<file path="src/rtl/cpu_pkg.sv">
// Shared types for the fetch stage: opcode width, next-PC select encoding
// and fetch FSM states.
package cpu_pkg;

  localparam int OPCODE_W = 5;

  typedef enum logic [1:0] {
    PC_BR   = 2'b00,
    PC_RIND = 2'b01,
    PC_NEXT = 2'b10
  } pc_src_e;

  typedef enum logic [1:0] {
    FETCH = 2'b00,
    WAIT  = 2'b01,
    EXEC  = 2'b10
  } fetch_state_e;

endpackage

</file>
<file path="src/rtl/instr_fetch_if.sv">
// Instruction-memory read bus: one-cycle request pulse, data returned later
// with a valid strobe.
interface instr_fetch_if #(
  parameter int ADDR_W = 16
) ();
  logic              mem_rd;
  logic [ADDR_W-1:0] mem_addr;
  logic [15:0]       mem_rddata;
  logic              mem_rdvalid;

  modport master (
    output mem_rd, mem_addr,
    input  mem_rddata, mem_rdvalid
  );

  modport slave (
    input  mem_rd, mem_addr,
    output mem_rddata, mem_rdvalid
  );
endinterface

</file>
<file path="src/rtl/pc_next_calc.sv">
// Combinational next-PC selection: sequential, PC-relative branch with imm8
// or imm11 offset, or register-indirect target.
module pc_next_calc
  import cpu_pkg::*;
#(
  parameter int ADDR_W = 16
) (
  input  logic [ADDR_W-1:0] pc,
  input  logic [15:0]       instr,
  input  logic [1:0]        pc_src,
  input  logic              ext_sel,
  input  logic [ADDR_W-1:0] reg_target,
  input  logic              pc_enable,
  output logic [ADDR_W-1:0] next_pc
);
  logic [ADDR_W-1:0] seq_pc;
  logic [ADDR_W-1:0] imm8_ext;
  logic [ADDR_W-1:0] imm11_ext;
  logic [ADDR_W-1:0] imm_ext;
  logic [ADDR_W-1:0] br_pc;
  logic              unused_opcode_bits;

  // The low five bits are the opcode; the offsets live above them.
  assign unused_opcode_bits = ^instr[4:0];

  assign seq_pc    = pc + ADDR_W'(2);
  assign imm8_ext  = ADDR_W'($signed(instr[15:8]));
  assign imm11_ext = ADDR_W'($signed(instr[15:5]));
  assign imm_ext   = ext_sel ? imm11_ext : imm8_ext;
  assign br_pc     = seq_pc + {imm_ext[ADDR_W-2:0], 1'b0};

  always_comb begin
    next_pc = pc;
    if (pc_enable) begin
      case (pc_src)
        PC_BR:   next_pc = br_pc;
        PC_RIND: next_pc = {reg_target[ADDR_W-1:1], 1'b0};
        default: next_pc = seq_pc;
      endcase
    end
  end
endmodule

</file>
<file path="src/rtl/instr_fetch.sv">
// Instruction fetch stage: FETCH -> WAIT -> EXEC loop holding one instruction.
// Define IFETCH_ICOUNT_EN to build the retired-instruction counter.
module instr_fetch
  import cpu_pkg::*;
#(
  parameter logic [15:0] RESET_PC = 16'h0000,
  parameter int          ADDR_W   = 16
) (
  input  logic                clk,
  input  logic                reset,
  instr_fetch_if.master       mem,
  input  logic [1:0]          pc_src,
  input  logic                pc_enable,
  input  logic                ext_sel,
  input  logic [ADDR_W-1:0]   reg_target,
  input  logic                stall,
  output logic [15:0]         instr,
  output logic [OPCODE_W-1:0] opcode,
  output logic [ADDR_W-1:0]   pc,
  output logic [ADDR_W-1:0]   pc_plus2,
  output logic                instr_valid,
  output logic [31:0]         instr_count
);
  fetch_state_e      state_reg;
  logic [ADDR_W-1:0] pc_reg;
  logic [ADDR_W-1:0] pc_next;
  logic [15:0]       instr_reg;
  logic              instr_valid_reg;
  logic              retire;

  pc_next_calc #(.ADDR_W(ADDR_W)) u_pc_next_calc (
    .pc         (pc_reg),
    .instr      (instr_reg),
    .pc_src     (pc_src),
    .ext_sel    (ext_sel),
    .reg_target (reg_target),
    .pc_enable  (pc_enable),
    .next_pc    (pc_next)
  );

  assign retire = (state_reg == EXEC) && !stall;

  always_ff @(posedge clk) begin
    if (reset) begin
      state_reg       <= FETCH;
      pc_reg          <= ADDR_W'(RESET_PC);
      instr_reg       <= 16'h0000;
      instr_valid_reg <= 1'b0;
    end else begin
      case (state_reg)
        FETCH: state_reg <= WAIT;
        WAIT: begin
          // Only a response seen while waiting is ours; anything else is stale.
          if (mem.mem_rdvalid) begin
            instr_reg       <= mem.mem_rddata;
            instr_valid_reg <= 1'b1;
            state_reg       <= EXEC;
          end
        end
        EXEC: begin
          if (retire) begin
            pc_reg          <= pc_next;
            instr_valid_reg <= 1'b0;
            state_reg       <= FETCH;
          end
        end
        default: state_reg <= FETCH;
      endcase
    end
  end

  // Request is decoded from state so the first fetch goes out the cycle reset drops.
  assign mem.mem_rd   = (state_reg == FETCH) && !reset;
  assign mem.mem_addr = pc_reg;

  assign instr       = instr_reg;
  assign opcode      = instr_reg[OPCODE_W-1:0];
  assign pc          = pc_reg;
  assign pc_plus2    = pc_reg + ADDR_W'(2);
  assign instr_valid = instr_valid_reg;

`ifdef IFETCH_ICOUNT_EN
  logic [31:0] count_reg;

  always_ff @(posedge clk) begin
    if (reset) begin
      count_reg <= 32'd0;
    end else if (retire) begin
      count_reg <= count_reg + 32'd1;
    end
  end

  assign instr_count = count_reg;
`else
  assign instr_count = 32'd0;
`endif
endmodule

</file>
<file path="src/flat_wrapper.sv">
// flat-port wrapper written by rule: the top's interface ports become plain ports
module instr_fetch_flat import cpu_pkg::*;
#(
  parameter logic [15:0] RESET_PC = 16'h0000,
  parameter int          ADDR_W   = 16
)
  (clk, reset, pc_src, pc_enable, ext_sel, reg_target, stall, instr, opcode, pc, pc_plus2, instr_valid, instr_count, mem_mem_rd, mem_mem_addr, mem_mem_rddata, mem_mem_rdvalid);
  instr_fetch_if #(.ADDR_W(ADDR_W)) mem_i ();
  input  logic clk;
  input  logic reset;
  input  logic [1:0] pc_src;
  input  logic pc_enable;
  input  logic ext_sel;
  input  logic [ADDR_W-1:0] reg_target;
  input  logic stall;
  output logic [15:0] instr;
  output logic [OPCODE_W-1:0] opcode;
  output logic [ADDR_W-1:0] pc;
  output logic [ADDR_W-1:0] pc_plus2;
  output logic instr_valid;
  output logic [31:0] instr_count;
  output wire logic [$bits(mem_i.mem_rd)-1:0] mem_mem_rd;
  output wire logic [$bits(mem_i.mem_addr)-1:0] mem_mem_addr;
  input wire logic [$bits(mem_i.mem_rddata)-1:0] mem_mem_rddata;
  input wire logic [$bits(mem_i.mem_rdvalid)-1:0] mem_mem_rdvalid;
  assign mem_mem_rd = mem_i.mem_rd;
  assign mem_mem_addr = mem_i.mem_addr;
  assign mem_i.mem_rddata = mem_mem_rddata;
  assign mem_i.mem_rdvalid = mem_mem_rdvalid;
  instr_fetch #(.RESET_PC(RESET_PC), .ADDR_W(ADDR_W)) u_core (.clk(clk), .reset(reset), .mem(mem_i), .pc_src(pc_src), .pc_enable(pc_enable), .ext_sel(ext_sel), .reg_target(reg_target), .stall(stall), .instr(instr), .opcode(opcode), .pc(pc), .pc_plus2(pc_plus2), .instr_valid(instr_valid), .instr_count(instr_count));
endmodule
</file>
<file path="config.mk">
export PLATFORM = sky130hd
export DESIGN_NAME = instr_fetch_flat
export DESIGN_NICKNAME = d
export VERILOG_FILES = /design/src/rtl/cpu_pkg.sv /design/src/rtl/instr_fetch_if.sv /design/src/rtl/pc_next_calc.sv /design/src/rtl/instr_fetch.sv /design/src/flat_wrapper.sv
export SDC_FILE = /design/constraint.sdc
export NUM_CORES = 1
export LEC_CHECK = 0
export CAP_MARGIN = 30
export CORE_MARGIN = 4
export CORE_UTILIZATION = 40
export DETAILED_ROUTE_END_ITERATION = 12
export PLACE_DENSITY = 0.76
export SYNTH_ARGS = -nofsm -noshare
export SYNTH_HDL_FRONTEND = slang
export SYNTH_HIERARCHICAL = 1
export SYNTH_SLANG_ARGS = --single-unit
export TNS_END_PERCENT = 30
</file>
<file path="constraint.sdc">
create_clock -name clk -period 5.07 [get_ports clk]
set_clock_uncertainty 0.15 [all_clocks]
set_input_delay 1.2675 -clock clk [delete_from_list [all_inputs] [get_ports clk]]
set_output_delay 1.2675 -clock clk [all_outputs]
set_load 0.05 [all_outputs]
</file>
; After elaboration in Yosys (flattened, before gate mapping)
; Cells that the tools add are included.
[word_totals]
inputBits = 40
register_bits = 35
output_inout_bits = 103
[classes]
reduce_logical = 11
n_mux = 8
add_sub_neg = 2
eq_ne = 5
[op_table]
columns = operator, count
row1 = one-hot mux 16 bit (2 select lines), 1
row2 = adder 16 bit, 1
row3 = adder 16 x 2 -> 16 bit (second input constant), 1
row4 = 2-to-1 mux 10 bit, 1
row5 = one-hot mux 2 bit (3 select lines), 1
row6 = AND reduction 3 bit, 2
row7 = equality test 2 x 1 -> 1 bit (second input constant), 2
row8 = zero test 2 bit, 2
row9 = 2-to-1 mux 2 bit, 2
row10 = AND reduction 2 bit, 2
row11 = equality test 2 bit (second input constant), 1
row12 = logical AND 1 bit, 2
row13 = zero test 1 bit, 2
row14 = 2-to-1 mux 1 bit, 2
row15 = inequality test 2 x 1 -> 1 bit (second input constant), 1
row16 = inequality test 2 bit (second input constant), 1
row17 = one-hot mux 1 bit (2 select lines), 1
row18 = nonzero test 2 bit, 1

; Depth between registers and ports, before layout
; Gate-level depths: netlist of run 1.
[logic_depth]
ltp_word = 4
ltp_mapped = 13

; Cells and area by module
; The synthesis of run 1 kept the hierarchy.
[by_module_without_submodules]
columns = module, instances, area_each_um2, cells_per_inst
row1 = instr_fetch, 1, 1913.1, 246
row2 = pc_next_calc, 1, 1700.4, 253

; Least setup slack after synthesis of run 1
; Ideal clock, no wire load.
[synth_timing]
path_kind = input to register
start = in ext_sel
end = reg u_core.pc_reg[13], in the netlist u_core/mem.mem_addr[13]
path_slack_ns = 1.051
path_stages = 11
t_required_ns = 4.788
n_path_buf = 1
arrival_ns = 3.737
setup_ns = 0.132
cell_sequence = clkbuf_1 mux2_2 ha_1 fa_1 a211oi_1 o21ai_1 a41oi_1 mux2i_1 nand3_1 nand2_1 a21oi_1
[synth_via]
elab_chain_len = 3
[synth_rtl]
columns = item, line
row1 = start: declaration, flat_wrapper.sv:13  ; input logic ext_sel;
row2 = 2-to-1 mux 10 bit, pc_next_calc.sv:29  ; assign imm_ext = ext_sel ? imm11_ext : imm8_ext;
row3 = adder 16 bit, pc_next_calc.sv:30  ; assign br_pc = seq_pc + {imm_ext[ADDR_W-2:0], 1'b0};
row4 = one-hot mux 16 bit (2 select lines), pc_next_calc.sv:35  ; case (pc_src)
row5 = end signal: assignment, instr_fetch.sv:46  ; pc_reg <= ADDR_W'(RESET_PC);
row6 = end signal: assignment, instr_fetch.sv:62  ; pc_reg <= pc_next;
row7 = end: declaration, instr_fetch.sv:25  ; logic [ADDR_W-1:0] pc_reg;
; No other way between the ends.
; A chain may end at the register's enable or synchronous reset.

; Worst setup path in the final report of run 1
; Same ends and word-level chain as after synthesis.

==> summary.txt, run 1 <==
Critical path
  – Critical path buffer and inverter count: 1
  – Max FO, Critical Path: 3
  – Crit Path Category: in2reg
  – CP endpoint kind: flip-flop
  – Critical Path Max Stage Delay: 0.53 ns
  – Crit-path leading delay family: compound AO/OA/AOI/OAI gates
  – Arr. time, crit path: 4.30 ns
  – Critical path, cell by cell: clkdlybuf4s50_1 -> mux2_2 -> ha_1 -> fa_1 -> a211oi_1 -> o21ai_1 -> a41oi_1 -> mux2i_1 -> nand3_1 -> nand2_1 -> a21oi_1
  – CP startpoint kind: input pin
  – CP max-delay cell: clkdlybuf4s50_1
  – CP Data Required Time: 5.08 ns

GRT
  – Total GRT Usage: 19.6%
  – Vias in the first global route: 3483
  – Pin count of the biggest net entering global routing: 37
  – First-pass GRT wire length: 16700 microns
  – GRT overflow: 0
  – Initial antenna violation count: 0

Pwr
  – Power Density: 167 nW/um^2
  – VDD IR max: 0.162 mV
  – Sequential share of power: 38.9%
  – Switching pwr: 0.275 mW
  – Clk network pwr share: 30.3%
  – Int Power: 0.483 mW
  – Switch share: 36.3%
  – Leak Pwr: 1.78 nW
  – Gate power share: 30.8%

Clock network
  – Worst-skew pair later-pin latency: 0.29 ns
  – CTS tree: built
  – CTS max path bufs: 2
  – Clock-pin transition on the worst setup and hold timing paths: 0.07 ns
  – Root buf cell: clkbuf_8
  – Cts hold-fix bufs: 0
  – Postcts setup bufs: 0
  – Num CTS Buffers: 5
  – Post_cts resized: 0
  – CTS H-tree lvls: 2
  – Clock sinks: 35

Cells and area
  – Layout cells sized above 1: 5.40%
  – Layout Nets: 631
  – Non-Filler Instances: 682
  – Ant diodes: 0
  – Commonest cells after routing, fill and taps aside: clkdlybuf4s50_1 (108), nand2_1 (100), a21oi_1 (48)
  – Finished Core Util: 52.0%
  – Area Overhead vs Synth: 26.0%
  – Filler Cell Count: 860
  – Post-route design area: 4550 sq um
  – Multi-input gate area: 2450 sq um
  – Commonest non-fill, non-tap cell in the layout: clkdlybuf4s50_1
  – FF/Latch Area: 701 sq um

Floorplan
  – Die outline width: 103 microns
  – Initial Utilization: 41.2%
  – Core ar.: 8760 sq um
  – Full die area: 10600 sq um
  – Die span in y: 103 microns
  – Top Ports: 143
  – Site Rows: 34

Timing
  – Hold Fails Final Rpt: 0
  – Final min period: 4.28 ns
  – TNS Setup: 0 ns
  – Fmax: 0.233 GHz
  – Rel. slew slack: 36.9%
  – RSZ-0062 raised after global routing: false
  – Setup violators final: 0
  – Crit share post-route: 84.5%
  – Pins Over Slew Limit: 0
  – Slew @ Worst Pin: 0.942 ns
  – Slack of the critical path: 0.785 ns

Place
  – Area post-placement: 4450 sq um
  – GP Congestion: 0.897
  – Number of port buffers: 109
  – DP Wirelength: 8180 microns
  – Dpl ws: 0.494 ns
  – Placed Cells incl. Taps: 674

Yosys
  – Synth Area in Simple Gates: 26.8%
  – Largest family of logic cells by synthesized area: simple AND/OR/NAND/NOR gates
  – Sequential element share of the synthesized area: 19.4%
  – Compound-Gate Fraction of Synth Area: 19.3%
  – Post-synth EDFFs: 0
  – Xor-xnor portion of the synthesized cell area: 7.76%
  – Syn avg cell area: 7.24 sq um
  – Synth Area in Adders: 6.44%
  – Synth top area share: 19.4%
  – Flops & latches, synth: 35
  – Synth cell types: 63
  – Synth area leaders: dfxtp_1 (19%), buf_4 (11%), nand2_1 (10%)
  – Area leader, netlist: dfxtp_1
  – Asr flop ratio synth: 0%
  – Top_reg_cell synth: dfxtp_1
  – Mux contribution to synthesized area: 4.16%
  – Gate count after technology mapping: 499
  – Synth Cell Area: 3610 sq um
  – Total of warnings raised by yosys: 6

Outcome
  – Status: finished clean

Drt
  – First DRT Iteration DRCs: 197
  – Final WL: 10600 microns
  – Post-DRT Antenna Nets: 0
  – Via Count: 3739
  – Via/cell ratio: 5.48
  – Drc violations: 0
  – Routed len/inst: 15.6 microns
  – TritonRoute pass-1 iters: 5

Job
  – Max_cap viols: 0

Min path
  – Hold/Removal Path Class: reg2reg
Yosys cell counts, drive strengths merged, types with 3 or more instances:
master and count:
buf 63, and3 6, nand2b 3, o21ai 21, mux2 8, xnor2 13
a211oi 8, a31o 3, nand4 5, mux2i 6, nand3 18, dfxtp 35
and4 3, o22ai 4, inv 12, ha 17, nor2b 5, or3 4
nand3b 6, o21bai 3, nor4 8, nor2 17, o211ai 4, or2 3
nor3 10, a21oi 50, xor2 19, nand2 100, clkbuf 14, a21o 4
metrics by stage:
| stage | total power [mW] | hold WS [ns] |
|---|---|---|
| 4_1_cts | 0.763 | 0.329 |
| 2_1_floorplan | 0.485 | 0.317 |
| 6_report | 0.758 | 0.332 |
| 3_5_place_dp | 0.532 | 0.317 |
| 5_1_grt | 0.793 | 0.343 |
| 3_3_place_gp | 0.530 | 0.313 |
cell families (layout without fill, tap and decap cells):
family          after synthesis  after routing
simple gates                196            196
fa+ha+maj                    18             18
other cells                   1             32
mux                          14             14
xor+xnor                     32             32
buf+inv                      89            133
flops                        35             35
compound gates              114            114
worst min-delay path, stage by stage, from the launching register on:
cell	delay, ns
dfxtp_1	0.33
nand2_1	0.06
a21oi_1	0.05
routing by layer:
metal  up-vias  track usage, %  part of all wire (%)
li1       1814               -                     -
met1      1726            25.3                    42
met2       180            32.4                    48
met3        19            3.59                   8.4
met4         0            7.57                   2.2
met5         -               0                     0
final timing paths:
check	start	end	slack, ns	cells after the start
worst max-delay path	ext_sel	u_core/mem.mem_addr[13]	0.79	11
worst min-delay path	u_core/instr[6]	u_core/instr[6]	0.33	2
worst max register to register	u_core/mem.mem_addr[4]	u_core/mem.mem_addr[13]	1.33	11
worst min register to register	u_core/instr[6]	u_core/instr[6]	0.33	2
power by group through the flow:
| stage | combinational, mW | clock [mW] | sequential (mW) |
|---|---|---|---|
| after floorplan | 0.162 | 0 | 0.323 |
| after detailed placement | 0.231 | 0 | 0.301 |
| after global routing | 0.248 | 0.248 | 0.297 |
| after global placement | 0.229 | 0 | 0.301 |
| after CTS | 0.232 | 0.236 | 0.295 |
| final | 0.233 | 0.230 | 0.295 |
layout make-up:
| type | instances | share of cell area, % |
|---|---|---|
| multi-input combinational | 406 | 53.8 |
| timing repair buffer | 113 | 24.6 |
| sequential | 35 | 15.4 |
| tap | 108 | 2.97 |
| clock buffer | 7 | 2.12 |
| inverter | 12 | 0.989 |
| clock inverter | 1 | 0.165 |
No activity file was read; power rests on OpenSTA's default activity.
==> run 2: changes to the inputs <==
PLACE_DENSITY = 0.79   (was 0.76)
clock period = 3.8 ns   (was 5.07 ns; I/O delays follow)
==> summary.txt, run 2 (synthesis gave the netlist of run 1 again) <==
GRT
  – GRT overflow: 0 (unchanged)
  – Total GRT Usage: 20.6% (was 19.6%)
  – First-pass GRT wire length: 17600 microns (was 16700 microns)
  – Vias in the first global route: 3666 (was 3483)
  – Pin count of the biggest net entering global routing: 36 (was 37)
  – Initial antenna violation count: 0 (unchanged)

Pwr
  – Int Power: 0.619 mW (was 0.483 mW)
  – Sequential share of power: 39.4% (was 38.9%)
  – Gate power share: 32.9% (was 30.8%)
  – Clk network pwr share: 27.7% (was 30.3%)
  – Switching pwr: 0.377 mW (was 0.275 mW)
  – Switch share: 37.8% (was 36.3%)
  – VDD IR max: 0.159 mV (was 0.162 mV)
  – Power Density: 205 nW/um^2 (was 167 nW/um^2)
  – Leak Pwr: 2.01 nW (was 1.78 nW)

Critical path
  – Max FO, Critical Path: 3 (unchanged)
  – Critical Path Max Stage Delay: 0.53 ns (about the same)
  – CP Data Required Time: 3.82 ns (was 5.08 ns)
  – Critical path, cell by cell: clkdlybuf4s50_1 -> mux2_2 -> ha_1 -> fa_1 -> a211oi_2 -> o21ai_1 -> a41oi_1 -> buf_4 -> mux2i_1 -> nand3_1 -> nand2_1 -> a21oi_1 (was clkdlybuf4s50_1 -> mux2_2 -> ha_1 -> fa_1 -> a211oi_1 -> o21ai_1 -> a41oi_1 -> mux2i_1 -> nand3_1 -> nand2_1 -> a21oi_1)
  – Crit-path leading delay family: compound AO/OA/AOI/OAI gates (unchanged)
  – Crit Path Category: in2reg (unchanged)
  – Arr. time, crit path: 3.72 ns (was 4.30 ns)
  – CP endpoint kind: flip-flop (unchanged)
  – CP max-delay cell: clkdlybuf4s50_1 (unchanged)
  – Flop2flop setup slack: 0.44 ns (was 1.33 ns)
  – Critical path buffer and inverter count: 2 (was 1)
  – CP startpoint kind: input pin (unchanged)

Drt
  – Drc violations: 0 (unchanged)
  – Via/cell ratio: 5.36 (was 5.48)
  – Post-DRT Antenna Nets: 0 (unchanged)
  – Final WL: 11200 microns (was 10600 microns)
  – Routed len/inst: 15.5 microns (was 15.6 microns)
  – TritonRoute pass-1 iters: 5 (unchanged)
  – Via Count: 3872 (was 3739)
  – First DRT Iteration DRCs: 206 (was 197)

Floorplan
  – Top Ports: 143 (unchanged)
  – Site Rows: 34 (unchanged)
  – Full die area: 10600 sq um (unchanged)
  – Initial Utilization: 41.2% (unchanged)
  – Core ar.: 8760 sq um (unchanged)
  – Die span in y: 103 microns (unchanged)
  – Die outline width: 103 microns (unchanged)

Place
  – Area post-placement: 4760 sq um (was 4450 sq um)
  – DP Wirelength: 8870 microns (was 8180 microns)
  – Number of port buffers: 109 (unchanged)
  – GP Congestion: 0.882 (was 0.897)

Cells and area
  – Post-route design area: 4860 sq um (was 4550 sq um)
  – Ant diodes: 0 (unchanged)
  – Finished Core Util: 55.5% (was 52.0%)
  – Filler Cell Count: 842 (was 860)
  – Commonest non-fill, non-tap cell in the layout: clkdlybuf4s50_1 (unchanged)
  – Layout cells sized above 1: 12.2% (was 5.40%)
  – Commonest cells after routing, fill and taps aside: clkdlybuf4s50_1 (105), nand2_1 (100), buf_4 (47), a21oi_1 (47), dfxtp_1 (35) (was clkdlybuf4s50_1 (108), nand2_1 (100), a21oi_1 (48))
  – Layout Nets: 672 (was 631)
  – Area Overhead vs Synth: 34.6% (was 26.0%)

Clock network
  – Cts hold-fix bufs: 0 (unchanged)
  – Root buf cell: clkbuf_8 (unchanged)
  – Worst-skew pair later-pin latency: 0.29 ns (about the same)
  – Clock-pin transition on the worst setup and hold timing paths: 0.08 ns (was 0.07 ns)
  – Num CTS Buffers: 5 (unchanged)
  – CTS max path bufs: 2 (unchanged)
  – CTS H-tree lvls: 2 (unchanged)
  – Clock sinks: 35 (unchanged)
  – CTS tree: built (unchanged)

Timing
  – RSZ-0062 raised after global routing: false (unchanged)
  – Hold Fails Final Rpt: 0 (unchanged)
  – Slew @ Worst Pin: 1.02 ns (was 0.942 ns)
  – Rel. slew slack: 31.8% (was 36.9%)
  – Hold WS: 0.328 ns (was 0.332 ns)
  – Fmax: 0.270 GHz
  – Setup violators final: 0 (unchanged)
  – Pins Over Slew Limit: 0 (unchanged)
  – Crit share post-route: 97.4%
  – Final min period: 3.70 ns

Outcome
  – Status: finished clean (unchanged)

Min path
  – Hold/Removal Path Class: reg2reg (unchanged)

Job
  – Max_cap viols: 0 (unchanged)
[run 2: through the flow]
step	instances	setup WS, ns	total power [mW]	setup TNS (ns)
floorplan	530	0.0981	0.647	0
finish	723	0.0997	0.996	0
CTS	723	0.0606	0.998	0
global route	723	0.00226	1.04	0
detailed placement	715	-0.291	0.725	-1.20
global placement	715	-0.271	0.721	-0.804
[run 2: power groups by stage]
stage	sequential, mW	clock, mW	combinational, mW
floorplan	0.431	0	0.216
global placement	0.400	0	0.321
detailed placement	0.400	0	0.325
CTS	0.392	0.279	0.327
global route	0.394	0.293	0.349
finish	0.392	0.276	0.328
[run 2: timing repair]
action	4_1_cts	5_1_grt
setup buffers	0	0
pin swaps	0	1
setup endpoints to repair	1	3
resized for setup	1	3
[run 2: worst reg2reg max path: stages, from the launching register on]
cell and delay (ns):
dfxtp_1 0.54, nand3_4 0.18, or3_1 0.41, xnor2_1 0.24, ha_1 0.29, a2111oi_1 0.38
o21ai_1 0.19, a41oi_1 0.25, buf_4 0.16, mux2i_1 0.23, nand3_1 0.11, nand2_1 0.07
a21oi_1 0.06
[run 2: worst paths after layout]
path | startpoint | to | cells past startpoint
setup / recovery | ext_sel | u_core/mem.mem_addr[13] | 12
hold / removal | u_core/instr[2] | u_core/instr[2] | 2
setup reg to reg | u_core/mem.mem_addr[4] | u_core/mem.mem_addr[13] | 12
hold reg to reg | u_core/instr[2] | u_core/instr[2] | 2
[run 2: area by class of cell]
type	count	area [sq um]	share of cell area (%)
clock buffer	6	72.6	1.49
clock inverter	2	12.5	0.257
inverter	12	45.0	0.926
multi-input combinational	406	2460	50.6
sequential	35	701	14.4
tap	108	135	2.78
timing repair buffer	154	1440	29.5
[run 2: layer usage]
| layer | up-vias | global-route usage [%] | routed length [microns] |
|---|---|---|---|
| met5 | - | 0 | 0 |
| met4 | 0 | 4.78 | 170 |
| met3 | 16 | 3.32 | 763 |
| met2 | 153 | 37.3 | 5740 |
| met1 | 1812 | 25.5 | 4530 |
| li1 | 1891 | - | - |
